File: config.mk
export PLATFORM = sky130hd
export DESIGN_NAME = uart_mode_ctrl_flat
export DESIGN_NICKNAME = d
export VERILOG_FILES = /design/src/rtl/uart_mode_ctrl_pkg.sv /design/src/rtl/uart_mode_ctrl_if.sv /design/src/rtl/uart_mode_ctrl_cmd_fifo.sv /design/src/rtl/uart_mode_ctrl.sv /design/src/flat_wrapper.sv
export SDC_FILE = /design/constraint.sdc
export NUM_CORES = 1
export LEC_CHECK = 0
export CAP_MARGIN = 25
export CORE_MARGIN = 3
export CORE_UTILIZATION = 59
export DETAILED_ROUTE_END_ITERATION = 8
export PLACE_DENSITY = 0.84
export SYNTH_ARGS = -nofsm -noshare
export SYNTH_HDL_FRONTEND = slang
export SYNTH_SLANG_ARGS = --single-unit
export TNS_END_PERCENT = 10
File: constraint.sdc
create_clock -name clk -period 4.9 [get_ports clk]
set_clock_uncertainty 0.1 [all_clocks]
set_input_delay 0.98 -clock clk [delete_from_list [all_inputs] [get_ports clk]]
set_output_delay 0.98 -clock clk [all_outputs]
set_load 0.05 [all_outputs]
File: src/rtl/uart_mode_ctrl_pkg.sv
// Shared types, command characters and rate-table lookup for the UART mode controller.
package mode_ctrl_pkg;

  typedef enum logic [1:0] {
    ST_IDLE  = 2'd0,
    ST_CTRL  = 2'd1,
    ST_CLEAN = 2'd2
  } state_t;

  localparam logic [7:0] CH_M   = 8'h4D;
  localparam logic [7:0] CH_F   = 8'h46;
  localparam logic [7:0] CH_C   = 8'h43;
  localparam logic [7:0] CH_NUL = 8'h00;

  localparam int MAX_RATES = 4;
  localparam logic [7:0] RATE_CH [MAX_RATES] = '{8'h31, 8'h35, 8'h41, 8'h42};

  typedef struct packed {
    logic       hit;
    logic [1:0] idx;
  } rate_hit_t;

  // Upper-case form or its lower-case twin; digits map onto themselves.
  function automatic logic is_char(input logic [7:0] b, input logic [7:0] ch);
    return (b == ch) || (b == (ch | 8'h20));
  endfunction

  function automatic rate_hit_t rate_index(input logic [7:0] b, input int num);
    rate_hit_t r;
    r = '0;
    for (int i = 0; i < MAX_RATES; i++) begin
      if (!r.hit && (i < num) && is_char(b, RATE_CH[i])) begin
        r.hit = 1'b1;
        r.idx = 2'(i);
      end
    end
    return r;
  endfunction

endpackage

File: src/rtl/uart_mode_ctrl_if.sv
// Byte-stream, downstream handshake and status signals of the UART mode controller.
interface uart_mode_ctrl_if #(
  parameter int DATA_W = 8,
  parameter int RATE_W = 2,
  parameter int CNT_W  = 3
);
  logic              iVALID;
  logic [DATA_W-1:0] idata;
  logic              iREADY;
  logic [DATA_W-1:0] oData;
  logic              oWRen;
  logic [RATE_W-1:0] orate_control;
  logic              oTX_RATE_STATE;
  logic              oSTART;
  logic              oCLEAN;
  logic              oERR;
  logic [CNT_W-1:0]  oBUF_CNT;

  modport slave (
    input  iVALID, idata, iREADY,
    output oData, oWRen, orate_control, oTX_RATE_STATE, oSTART, oCLEAN, oERR, oBUF_CNT
  );

  modport master (
    output iVALID, idata, iREADY,
    input  oData, oWRen, orate_control, oTX_RATE_STATE, oSTART, oCLEAN, oERR, oBUF_CNT
  );
endinterface

File: src/rtl/uart_mode_ctrl_cmd_fifo.sv
// Synchronous FIFO; head and count come straight from registers, flush wins over push/pop.
module cmd_fifo #(
  parameter int DATA_W    = 8,
  parameter int BUF_DEPTH = 4,
  localparam int CNT_W    = $clog2(BUF_DEPTH + 1)
) (
  input  logic              clk,
  input  logic              reset,
  input  logic              push,
  input  logic              pop,
  input  logic              flush,
  input  logic [DATA_W-1:0] wr_data,
  output logic [DATA_W-1:0] rd_data,
  output logic [CNT_W-1:0]  count,
  output logic              full,
  output logic              empty
);
  localparam int AW = (BUF_DEPTH > 1) ? $clog2(BUF_DEPTH) : 1;

  logic [DATA_W-1:0] mem [BUF_DEPTH];
  logic [AW-1:0]     wr_ptr, rd_ptr;
  logic              do_push, do_pop;

  assign empty   = (count == '0);
  assign full    = (count == CNT_W'(BUF_DEPTH));
  assign do_pop  = pop && !empty;
  assign do_push = push && (!full || do_pop);
  assign rd_data = mem[rd_ptr];

  always_ff @(posedge clk or negedge reset) begin
    if (!reset) begin
      wr_ptr <= '0;
      rd_ptr <= '0;
      count  <= '0;
      for (int i = 0; i < BUF_DEPTH; i++) mem[i] <= '0;
    end else if (flush) begin
      wr_ptr <= '0;
      rd_ptr <= '0;
      count  <= '0;
    end else begin
      if (do_push) begin
        mem[wr_ptr] <= wr_data;
        wr_ptr      <= wr_ptr + 1'b1;
      end
      if (do_pop) rd_ptr <= rd_ptr + 1'b1;
      case ({do_push, do_pop})
        2'b10:   count <= count + 1'b1;
        2'b01:   count <= count - 1'b1;
        default: count <= count;
      endcase
    end
  end

endmodule

File: src/rtl/uart_mode_ctrl.sv
// Parses received bytes into mode/rate commands and buffers plain data for downstream.
// All outputs registered; every byte's effect is visible one cycle after it is presented.
module uart_mode_ctrl
  import mode_ctrl_pkg::*;
#(
  parameter int DATA_W    = 8,
  parameter int RATE_W    = 2,
  parameter int NUM_RATES = 3,
  parameter int BUF_DEPTH = 4,
  parameter int TIMEOUT   = 0
) (
  input  logic             clk,
  input  logic             reset,
  uart_mode_ctrl_if.slave  bus
);
  localparam int CNT_W = $clog2(BUF_DEPTH + 1);
  localparam int TO_W  = (TIMEOUT > 1) ? $clog2(TIMEOUT + 1) : 1;
  localparam logic [TO_W-1:0] TO_LIM = TO_W'((TIMEOUT > 0) ? TIMEOUT - 1 : 0);

  state_t            state, state_nx;
  logic [RATE_W-1:0] rate_q, rate_nx;
  logic              err_q, err_nx, start_q;
  logic              push, pop, flush, full, empty;
  logic [CNT_W-1:0]  count;
  logic [DATA_W-1:0] head;
  logic [TO_W-1:0]   to_cnt;
  logic              to_fire;
  logic [7:0]        ch;
  rate_hit_t         rh;

  assign ch      = bus.idata[7:0];
  assign rh      = rate_index(ch, NUM_RATES);
  assign pop     = !empty && bus.iREADY && !flush;
  assign to_fire = (TIMEOUT != 0) && (state == ST_CTRL) && !bus.iVALID && (to_cnt >= TO_LIM);

  always_comb begin
    state_nx = state;
    rate_nx  = rate_q;
    err_nx   = 1'b0;
    push     = 1'b0;
    flush    = 1'b0;
    case (state)
      ST_IDLE: begin
        if (bus.iVALID) begin
          if (is_char(ch, CH_M)) begin
            state_nx = ST_CTRL;
          end else if (is_char(ch, CH_C)) begin
            // Flush and rate clear take effect on entry so they line up with oCLEAN.
            state_nx = ST_CLEAN;
            flush    = 1'b1;
            rate_nx  = '0;
          end else if (is_char(ch, CH_F) || ch == CH_NUL) begin
            state_nx = ST_IDLE;
          end else if (full && !bus.iREADY) begin
            err_nx = 1'b1;
          end else begin
            push = 1'b1;
          end
        end
      end
      ST_CTRL: begin
        if (bus.iVALID) begin
          if (is_char(ch, CH_F)) begin
            state_nx = ST_IDLE;
          end else if (rh.hit) begin
            rate_nx = RATE_W'(rh.idx);
          end else if (!is_char(ch, CH_M)) begin
            err_nx = 1'b1;
          end
        end else if (to_fire) begin
          state_nx = ST_IDLE;
          err_nx   = 1'b1;
        end
      end
      ST_CLEAN: state_nx = ST_IDLE;
      default:  state_nx = ST_IDLE;
    endcase
  end

  always_ff @(posedge clk or negedge reset) begin
    if (!reset) begin
      state   <= ST_IDLE;
      rate_q  <= '0;
      err_q   <= 1'b0;
      start_q <= 1'b0;
    end else begin
      state   <= state_nx;
      rate_q  <= rate_nx;
      err_q   <= err_nx;
      start_q <= (state_nx != ST_CTRL);
    end
  end

  // Holds the number of cycles elapsed since the last byte, so it reads 1 one cycle after it.
  always_ff @(posedge clk or negedge reset) begin
    if (!reset) begin
      to_cnt <= TO_W'(1);
    end else if (bus.iVALID || state != ST_CTRL) begin
      to_cnt <= TO_W'(1);
    end else if (to_cnt < TO_LIM) begin
      to_cnt <= to_cnt + 1'b1;
    end
  end

  cmd_fifo #(
    .DATA_W   (DATA_W),
    .BUF_DEPTH(BUF_DEPTH)
  ) u_fifo (
    .clk    (clk),
    .reset  (reset),
    .push   (push),
    .pop    (pop),
    .flush  (flush),
    .wr_data(bus.idata),
    .rd_data(head),
    .count  (count),
    .full   (full),
    .empty  (empty)
  );

  assign bus.oData          = head;
  assign bus.oWRen          = !empty;
  assign bus.orate_control  = rate_q;
  assign bus.oTX_RATE_STATE = (state == ST_CTRL);
  assign bus.oSTART         = start_q;
  assign bus.oCLEAN         = (state == ST_CLEAN);
  assign bus.oERR           = err_q;
  assign bus.oBUF_CNT       = count;

endmodule

File: src/flat_wrapper.sv
// flat-port wrapper written by rule: the top's interface ports become plain ports
module uart_mode_ctrl_flat import mode_ctrl_pkg::*;
#(
  parameter int DATA_W    = 8,
  parameter int RATE_W    = 2,
  parameter int NUM_RATES = 3,
  parameter int BUF_DEPTH = 4,
  parameter int TIMEOUT   = 0
)
  (clk, reset, bus_iVALID, bus_idata, bus_iREADY, bus_oData, bus_oWRen, bus_orate_control, bus_oTX_RATE_STATE, bus_oSTART, bus_oCLEAN, bus_oERR, bus_oBUF_CNT);
  uart_mode_ctrl_if #(.DATA_W(DATA_W), .RATE_W(RATE_W)) bus_i ();
  input  logic clk;
  input  logic reset;
  input wire logic [$bits(bus_i.iVALID)-1:0] bus_iVALID;
  input wire logic [$bits(bus_i.idata)-1:0] bus_idata;
  input wire logic [$bits(bus_i.iREADY)-1:0] bus_iREADY;
  output wire logic [$bits(bus_i.oData)-1:0] bus_oData;
  output wire logic [$bits(bus_i.oWRen)-1:0] bus_oWRen;
  output wire logic [$bits(bus_i.orate_control)-1:0] bus_orate_control;
  output wire logic [$bits(bus_i.oTX_RATE_STATE)-1:0] bus_oTX_RATE_STATE;
  output wire logic [$bits(bus_i.oSTART)-1:0] bus_oSTART;
  output wire logic [$bits(bus_i.oCLEAN)-1:0] bus_oCLEAN;
  output wire logic [$bits(bus_i.oERR)-1:0] bus_oERR;
  output wire logic [$bits(bus_i.oBUF_CNT)-1:0] bus_oBUF_CNT;
  assign bus_i.iVALID = bus_iVALID;
  assign bus_i.idata = bus_idata;
  assign bus_i.iREADY = bus_iREADY;
  assign bus_oData = bus_i.oData;
  assign bus_oWRen = bus_i.oWRen;
  assign bus_orate_control = bus_i.orate_control;
  assign bus_oTX_RATE_STATE = bus_i.oTX_RATE_STATE;
  assign bus_oSTART = bus_i.oSTART;
  assign bus_oCLEAN = bus_i.oCLEAN;
  assign bus_oERR = bus_i.oERR;
  assign bus_oBUF_CNT = bus_i.oBUF_CNT;
  uart_mode_ctrl #(.DATA_W(DATA_W), .RATE_W(RATE_W), .NUM_RATES(NUM_RATES), .BUF_DEPTH(BUF_DEPTH), .TIMEOUT(TIMEOUT)) u_core (.clk(clk), .reset(reset), .bus(bus_i));
endmodule
Word-level counts from Yosys, hierarchy flattened
Index checks and enable logic that the tools add are counted.
Storage, ports and cells
  bits in registers: 45
  input bits: 12
  output and inout port bits: 18
  word-level logic and storage cells: 121
Operators by class
  $add $sub $neg: 4
  order comparisons: 3
  eq/ne operators: 22
  multiplexer cells: 49
  bitwise operators: 3
  reductions and logical operators: 29
Operator list (number)
  8-bit by 7-bit equality test with 1-bit output, second input constant: 8
  32-bit bitwise mux: 1
  2-bit 2-to-1 mux: 16
  8-bit 2-to-1 mux: 3
  1-bit 2-to-1 mux: 19
  8-bit binary-select mux with 2-bit select: 1
  8-bit demux with 2-bit select: 1
  8-bit by 6-bit equality test with 1-bit output, second input constant: 2
  3-bit 2-to-1 mux: 4
  1-bit logical AND: 8
  8-bit zero test: 1
  2-bit inequality test, second input constant: 4
  2-bit case mux with 2 select lines: 2
  7-bit AND reduction: 1
  3-bit >= comparator, second input constant: 2
  1-bit zero test: 6
  1-bit logical OR: 6
  2-bit by 1-bit inequality test with 1-bit output, second input constant: 3
  2-bit inverter with 3-bit output: 2
  3-bit case mux with 2 select lines: 1
  2-bit nonzero test: 3
  2-bit by 1-bit adder with 2-bit output, second input constant: 2
  2-bit by 1-bit equality test with 1-bit output, second input constant: 2
  2-bit equality test, second input constant: 2
  other kinds (10): 10

Longest topological paths before layout
Gate-level depths: netlist (run 1).
  word-level depth: 14
  mapped depth: 12

Modules after synthesis
Synthesis (run 1) repeated with hierarchy kept, for this count alone.
Second synthesis, totals
  cell total of the unflattened synthesis: 194
  area, all modules: 2427.3 um^2
Modules (own cells, without submodules)
  cmd_fifo: instances 1, cells each 139, area each 1941.9 um^2, sequential area each 975.9 um^2
  uart_mode_ctrl: instances 1, cells each 55, area each 485.5 um^2, sequential area each 150.1 um^2

Worst setup path after synthesis (run 1)
No wires, ideal clock.
  path type: input to register
  start point: input port bus_idata[2]
  end point: register u_core.u_fifo.count[2]
  arrival time: 3184 ps
  slack: 1495 ps
  stages on the path: 11
  path buffers: 1
  cells stage by stage: buf_4 > xor2_1 > and3_4 > nor4_4 > inv_1 > ha_1 > fa_1 > xnor2_1 > nor2_1 > xnor2_1 > nor2_1
On the way
  cells in the longest elaborated chain, start to end: 14
  elaborated cells between the ends (all ways): 30
Ends and longest elaborated chain
  start: declaration: RTL line flat_wrapper.sv:15  | input wire logic [$bits(bus_i.idata)-1:0] bus_idata;
  8-bit by 7-bit equality test with 1-bit output: RTL line uart_mode_ctrl_pkg.sv:25  | return (b == ch) || (b == (ch | 8'h20));
  1-bit logical OR: RTL line uart_mode_ctrl_pkg.sv:25
  1-bit 2-to-1 mux: RTL line uart_mode_ctrl.sv:47  | end else if (is_char(ch, CH_C)) begin
  1-bit 2-to-1 mux: RTL line uart_mode_ctrl.sv:45  | if (is_char(ch, CH_M)) begin
  1-bit 2-to-1 mux: RTL line uart_mode_ctrl.sv:44  | if (bus.iVALID) begin
  1-bit 2-to-1 mux: RTL line uart_mode_ctrl.sv:42  | case (state)
  1-bit zero test: RTL line uart_mode_ctrl.sv:33  | assign pop = !empty && bus.iREADY && !flush;
  1-bit logical AND: RTL line uart_mode_ctrl.sv:33
  1-bit logical AND: RTL line uart_mode_ctrl_cmd_fifo.sv:26  | assign do_pop = pop && !empty;
  1-bit logical OR: RTL line uart_mode_ctrl_cmd_fifo.sv:27  | assign do_push = push && (!full || do_pop);
  1-bit logical AND: RTL line uart_mode_ctrl_cmd_fifo.sv:27
  2-bit by 1-bit equality test with 1-bit output / 2-bit equality test (equally long branches): RTL line uart_mode_ctrl_cmd_fifo.sv:46  | case ({do_push, do_pop})
  3-bit case mux with 2 select lines: RTL line uart_mode_ctrl_cmd_fifo.sv:46
  3-bit 2-to-1 mux: RTL line uart_mode_ctrl_cmd_fifo.sv:36  | end else if (flush) begin
  end signal: assignment: RTL line uart_mode_ctrl_cmd_fifo.sv:47  | 2'b10: count <= count + 1'b1;
  end signal: assignment: RTL line uart_mode_ctrl_cmd_fifo.sv:48  | 2'b01: count <= count - 1'b1;
  end signal: assignment: RTL line uart_mode_ctrl_cmd_fifo.sv:49  | default: count <= count;
  end: declaration: RTL line uart_mode_ctrl_cmd_fifo.sv:14  | output logic [CNT_W-1:0] count,
Parallel ways exist; a longest one is shown, timed or not.
A chain may end at the register's enable or synchronous reset.

Worst setup path in the final report (run 1)
  start point: input port bus_idata[0]
  end point: register u_core.u_fifo.count[2]
The elaborated chain is that of the path after synthesis.

==> flow_summary.ini, run 1 <==
[sta]
setup_viol = 0
slew_headroom = 0.501
setup-tns-final_ns = 0
rsz0062_at_grt = no
slew_viol_final = 0
worst_pin_slew_ns = 0.743
finalWorstPathRequiredPeriod_ns = 3.90
max_freq_mhz = 256
hold_violations = 0
period_share = 0.796

[detailed_routing]
drt_first_iter_violations = 79
wl_mm = 4.54
dr_total_vias = 1444
wl_per_cell_microns = 18.2
routed_via_density = 5.78
postRouteAntennaNets = 0
drc = 0
drt_first_pass_iters = 4

[run_status]
status = complete, no violations

[setup_path]
criticalPathCategory = primary input to flip-flop
critPathArrivalTime_ns = 3.99
rr_endpoint = u_core.u_fifo.count[2]$_DFFE_PN0P_
cp-start-kind = primary input
critPathCaptureType = flip-flop
crit_required_ns = 4.99
crit_fanout = 10
rr_worst_depth = 10
r2r_start = u_core.u_fifo.count[2]$_DFFE_PN0P_
rrSetupSlack_ns = 2.10

[placed_design]
io_buffer_count = 29
routabilityCongestion = 0.934
dpl.hpwl_mm = 3.24

[power]
p_sw_uw = 805
pwr-share-clk = 0.144
ir_worst_vdd_mv = 0.418
pwr-share-comb = 0.515
seq_power_share = 0.341
leakagePower_nw = 1.24
totalPowerFinal_mw = 2.00
pwr_density_cell_nw_per_um2 = 725
sw_frac_of_total = 0.403
internal-power_mw = 1.20

[run]
maxCapViolCount = 0

[global_routing]
grt_max_degree = 46
grt_pass1_wl_mm = 7.67
grt_remaining_overflow = 0
antenna_found_initial = 0
grt_pass1_vias = 1589
grtUsageTotal = 0.226

[floorplanning]
core.rowCount = 22
core-area_sq_um = 3720
die_w_microns = 68.7
top_level_ports = 30
die-area_sq_um = 4720
chipHeight_microns = 68.7
start_util = 0.624

[final_layout]
drive_gt1_frac = 0.277
area_delta_synth_final_pct = 18.9
layout.nets = 219
diodes = 0
fillers = 244

[logic_synthesis]
syn_inst = 172
synth_top_area_share = 0.485
synth-async-reset-ratio = 1.00
synth_top_cell_by_area = dfrtp_1
yosys_register_bits = 45
synth_edf_count = 0
syn_nets = 190
ys_top_cells_by_count = 45 x dfrtp_1, 16 x mux2_2, 14 x mux2_4
syn_area_per_cell_sq_um = 13.5
synth_area_sq_um = 2320
synth_top_cells_by_area = dfrtp_1 49%, mux2_4 9.1%, mux2_2 7.8%, mux4_2 7.8%, ha_1 2.7%
ys_seq_area_frac = 0.485
ys.flop_type = dfrtp_1
ys_types = 45
yosys_warnings = 0
post-synth-top-count-cell = dfrtp_1

[clocking]
cts_resized = 0
h-tree-depth = 2
cts_buffer_depth = 2
root_buffer = clkbuf_8
clkSinkCount = 45
cts_tree = built
cts_setup_buffers = 0
cts_hold_buf = 0
insertion_delay_ns = 0.30
numCtsBuffers = 5
clk_pin_slew_ns = 0.08

[hold_path]
hold_path.class = primary input to asynchronous set/reset pin
## worst max-delay path, stage by stage
cell	delay, ns
clkdlybuf4s50_1	0.71
nor3_1	0.11
and3_1	0.24
nor4_4	0.70
inv_1	0.13
ha_1	0.25
fa_1	0.40
xnor2_1	0.15
nor2_1	0.12
xnor2_1	0.14
nor2_1	0.05
## layer usage
layer / wire, microns / global-route usage / up-vias
met5: 0 / 0 / -
li1: - / - / 670
met1: 1910 / 0.283 / 738
met2: 2390 / 0.379 / 26
met3: 148 / 0.0454 / 10
met4: 93 / 0.102 / 0
## cell families after synthesis
logic type,Yosys count,synth area share
AO/OA/AOI/OAI,10,0.0302
flip-flops,45,0.485
buffers and inverters,16,0.0329
adder cells (fa/ha/maj),6,0.0356
multiplexers,42,0.264
XOR/XNOR,6,0.0227
AND/OR/NAND/NOR,47,0.129
## power groups by stage
stage,clock network [mW],logic (mW),registers (mW)
after global routing,0.308,1.09,0.706
after CTS,0.293,1.04,0.684
after global placement,0,1.01,0.673
after detailed placement,0,1.03,0.688
after floorplan,0,0.767,0.668
final,0.288,1.03,0.682
## flip-flops by register name, indices dropped and copies added, names as in the netlist
| signal | flops |
|---|---|
| u_core.u_fifo.rd_ptr | 2 |
| u_core.u_fifo.wr_ptr | 2 |
| u_core.u_fifo.mem | 32 |
| u_core.u_fifo.count | 3 |
| u_core.bus.oERR | 1 |
| u_core.state | 2 |
| u_core.bus.oSTART | 1 |
| u_core.bus.orate_control | 2 |
## stage by stage
| step | hold slack [ns] | util | setup WS [ns] | instances | cell area, sq um |
|---|---|---|---|---|---|
| 3_5_place_dp | 0.378 | 0.705 | 0.673 | 241 | 2620 |
| 4_1_cts | 0.397 | 0.737 | 0.987 | 249 | 2740 |
| 5_1_grt | 0.374 | 0.742 | 0.733 | 250 | 2760 |
| 3_3_place_gp | 0.371 | 0.705 | 0.839 | 241 | 2620 |
| 6_report | 0.382 | 0.742 | 0.999 | 250 | 2760 |
| 2_1_floorplan | 0.355 | - | 1.49 | 172 | 2320 |
## area by class of cell
type	instances	area (sq um)	share of cell area
clock buffers	6	82.6	0.0299
clock inverters	2	37.5	0.0136
inverters	8	30.0	0.0109
multi-input cells	111	1120	0.405
flip-flops and latches	45	1130	0.408
well taps	48	60.1	0.0218
repair buffers	30	305	0.111
## worst max-delay path by stage
| stage | cells past startpoint | slack, ns | start | to |
|---|---|---|---|---|
| 6_report | 11 | 1.0 | bus_idata[0] | u_core.u_fifo.count[2]$_DFFE_PN0P_ |
| 5_1_grt | 11 | 0.73 | bus_idata[6] | u_core.u_fifo.count[2]$_DFFE_PN0P_ |
| 4_1_cts | 11 | 0.99 | bus_idata[0] | u_core.u_fifo.count[2]$_DFFE_PN0P_ |
| 3_5_place_dp | 11 | 0.67 | bus_idata[0] | u_core.u_fifo.count[2]$_DFFE_PN0P_ |
| 3_3_place_gp | 11 | 0.84 | bus_idata[6] | u_core.u_fifo.count[2]$_DFFE_PN0P_ |
| 2_1_floorplan | 11 | 1.49 | bus_idata[2] | u_core.u_fifo.count[2]$_DFFE_PN0P_ |
## layout by cell type, fill, tap and decap left out, drive strengths merged, types with 2 or more instances in the layout
master         instances
dfrtp                 45
mux2                  32
clkdlybuf4s50         28
nor2                  13
nand2                 10
mux4                   8
inv                    7
clkbuf                 6
ha                     5
xor2                   4
or3                    3
nor3                   3
nor2b                  2
nand2b                 2
and3b                  2
a21oi                  2
o21ai                  2
nand3                  2
mux2i                  2
xnor2                  2
and3                   2
buf                    2
(Power assumes the default switching activity.)
==> inputs of run 2 (changes only) <==
CORE_UTILIZATION = 55   (was 59)
PLACE_DENSITY = 0.79   (was 0.84)
clock period = 3.65 ns   (was 4.9 ns; I/O delays follow)
==> flow_summary.ini, run 2 (synthesized netlist as in run 1, its figures left out) <==
[sta]
worst_pin_slew_ns = 0.659
hold_violations = 0
finalWorstPathRequiredPeriod_ns = 3.22
whs_ns = 0.129
period_share = 0.882
max_freq_mhz = 311
slew_viol_final = 0
setup-tns-final_ns = 0
slew_headroom = 0.561
setup_viol = 0
rsz0062_at_grt = no

[power]
pwr-share-clk = 0.106
ir_worst_vdd_mv = 0.517
internal-power_mw = 1.51
pwr-share-comb = 0.538
seq_power_share = 0.355
pwr_density_cell_nw_per_um2 = 940
leakagePower_nw = 1.24
sw_frac_of_total = 0.415
p_sw_mw = 1.07

[setup_path]
crit_fanout = 10
critPathCaptureType = primary output
r2r_start = u_core.u_fifo.count[0]$_DFFE_PN0P_
critPathArrivalTime_ns = 2.39
cp-start-kind = flip-flop
rr_endpoint = u_core.u_fifo.count[1]$_DFFE_PN0P_
rr_worst_depth = 8
criticalPathCategory = flip-flop to primary output
rrSetupSlack_ns = 1.21
crit_required_ns = 2.82

[global_routing]
grtUsageTotal = 0.215
grt_remaining_overflow = 0
grt_pass1_vias = 1672
grt_pass1_wl_mm = 8.26
antenna_found_initial = 0
grt_max_degree = 46

[placed_design]
dpl_cell_area_sq_um = 2660
io_buffer_count = 29
placed_cells = 246
routabilityCongestion = 0.904
dpl.hpwl_mm = 3.41

[hold_path]
hold_path.class = primary input to asynchronous set/reset pin

[detailed_routing]
drc = 0
drt_first_iter_violations = 74
drt_first_pass_iters = 4
routed_via_density = 5.85
postRouteAntennaNets = 0
wl_mm = 4.77
wl_per_cell_microns = 18.9
dr_total_vias = 1479

[final_layout]
fillers = 275
drive_gt1_frac = 0.288
final_common_cell = dfrtp_1
final_cell_mix = 45 x dfrtp_1, 28 x clkdlybuf4s50_1, 16 x mux2_2
reg_top3 = u_core.u_fifo.mem x32, u_core.u_fifo.count x3
largest_reg_flops = 32
finalNonFillerCells = 253
top_register = u_core.u_fifo.mem
final_cell_area_sq_um = 2750
diodes = 0
area_delta_synth_final_pct = 18.6
layout.nets = 224

[clocking]
cts_buffer_depth = 2
cts_hold_buf = 0
cts_resized = 0
root_buffer = clkbuf_8
insertion_delay_ns = 0.29
clk_pin_slew_ns = 0.08
cts_setup_buffers = 0
cts_tree = built
clkSinkCount = 45
h-tree-depth = 2
numCtsBuffers = 5

[run]
maxCapViolCount = 0

[floorplanning]
core.rowCount = 22
die_w_microns = 70.9
chipHeight_microns = 70.9
die-area_sq_um = 5030
core-area_sq_um = 3850
start_util = 0.602
top_level_ports = 30

[run_status]
status = complete, no violations
==> run 2: power groups by stage <==
stage | logic, mW | registers, mW | clock network, mW
2_1_floorplan | 1.03 | 0.896 | 0
3_3_place_gp | 1.36 | 0.904 | 0
3_5_place_dp | 1.40 | 0.929 | 0
4_1_cts | 1.40 | 0.920 | 0.283
5_1_grt | 1.47 | 0.955 | 0.307
6_report | 1.39 | 0.918 | 0.275
==> run 2: how the worst max path moves through the flow <==
stage	cells after the start	from	to	slack [ns]
3_5_place_dp	11	bus_idata[0]	u_core.u_fifo.count[2]$_DFFE_PN0P_	0.23
3_3_place_gp	11	bus_idata[0]	u_core.u_fifo.count[2]$_DFFE_PN0P_	0.31
2_1_floorplan	11	bus_idata[2]	u_core.u_fifo.count[2]$_DFFE_PN0P_	0.49
4_1_cts	2	u_core.u_fifo.rd_ptr[0]$_DFFE_PN0P_	bus_oData[0]	0.40
5_1_grt	2	u_core.u_fifo.rd_ptr[0]$_DFFE_PN0P_	bus_oData[0]	0.31
6_report	2	u_core.u_fifo.rd_ptr[0]$_DFFE_PN0P_	bus_oData[0]	0.43
==> run 2: stage by stage <==
step | setup WS (ns) | util | total power, mW
finish | 0.432 | 0.714 | 2.58
CTS | 0.399 | 0.708 | 2.61
floorplan | 0.495 | - | 1.93
global route | 0.306 | 0.714 | 2.73
detailed placement | 0.226 | 0.689 | 2.33
global placement | 0.314 | 0.689 | 2.27
==> run 2: area by class of cell <==
cell class / instances / area (sq um) / area share
tap: 48 / 60.1 / 0.0218
sequential: 45 / 1130 / 0.409
multi-input combinational: 111 / 1120 / 0.406
clock buffer: 5 / 68.8 / 0.0250
clock inverter: 1 / 5.00 / 0.00182
timing repair buffer: 35 / 343 / 0.125
inverter: 8 / 30.0 / 0.0109
==> run 2: per-layer routing <==
layer | part of all wire | routed length, microns | track usage
met5 | 0 | 0 | 0
met1 | 0.43 | 2070 | 0.275
met2 | 0.50 | 2380 | 0.342
met3 | 0.049 | 232 | 0.0568
met4 | 0.020 | 95 | 0.104
==> run 2: critical path, cell delays in order, from the launching register on <==
cell	delay, ns
dfrtp_1	0.77
mux4_2	0.61
clkdlybuf4s50_1	0.71
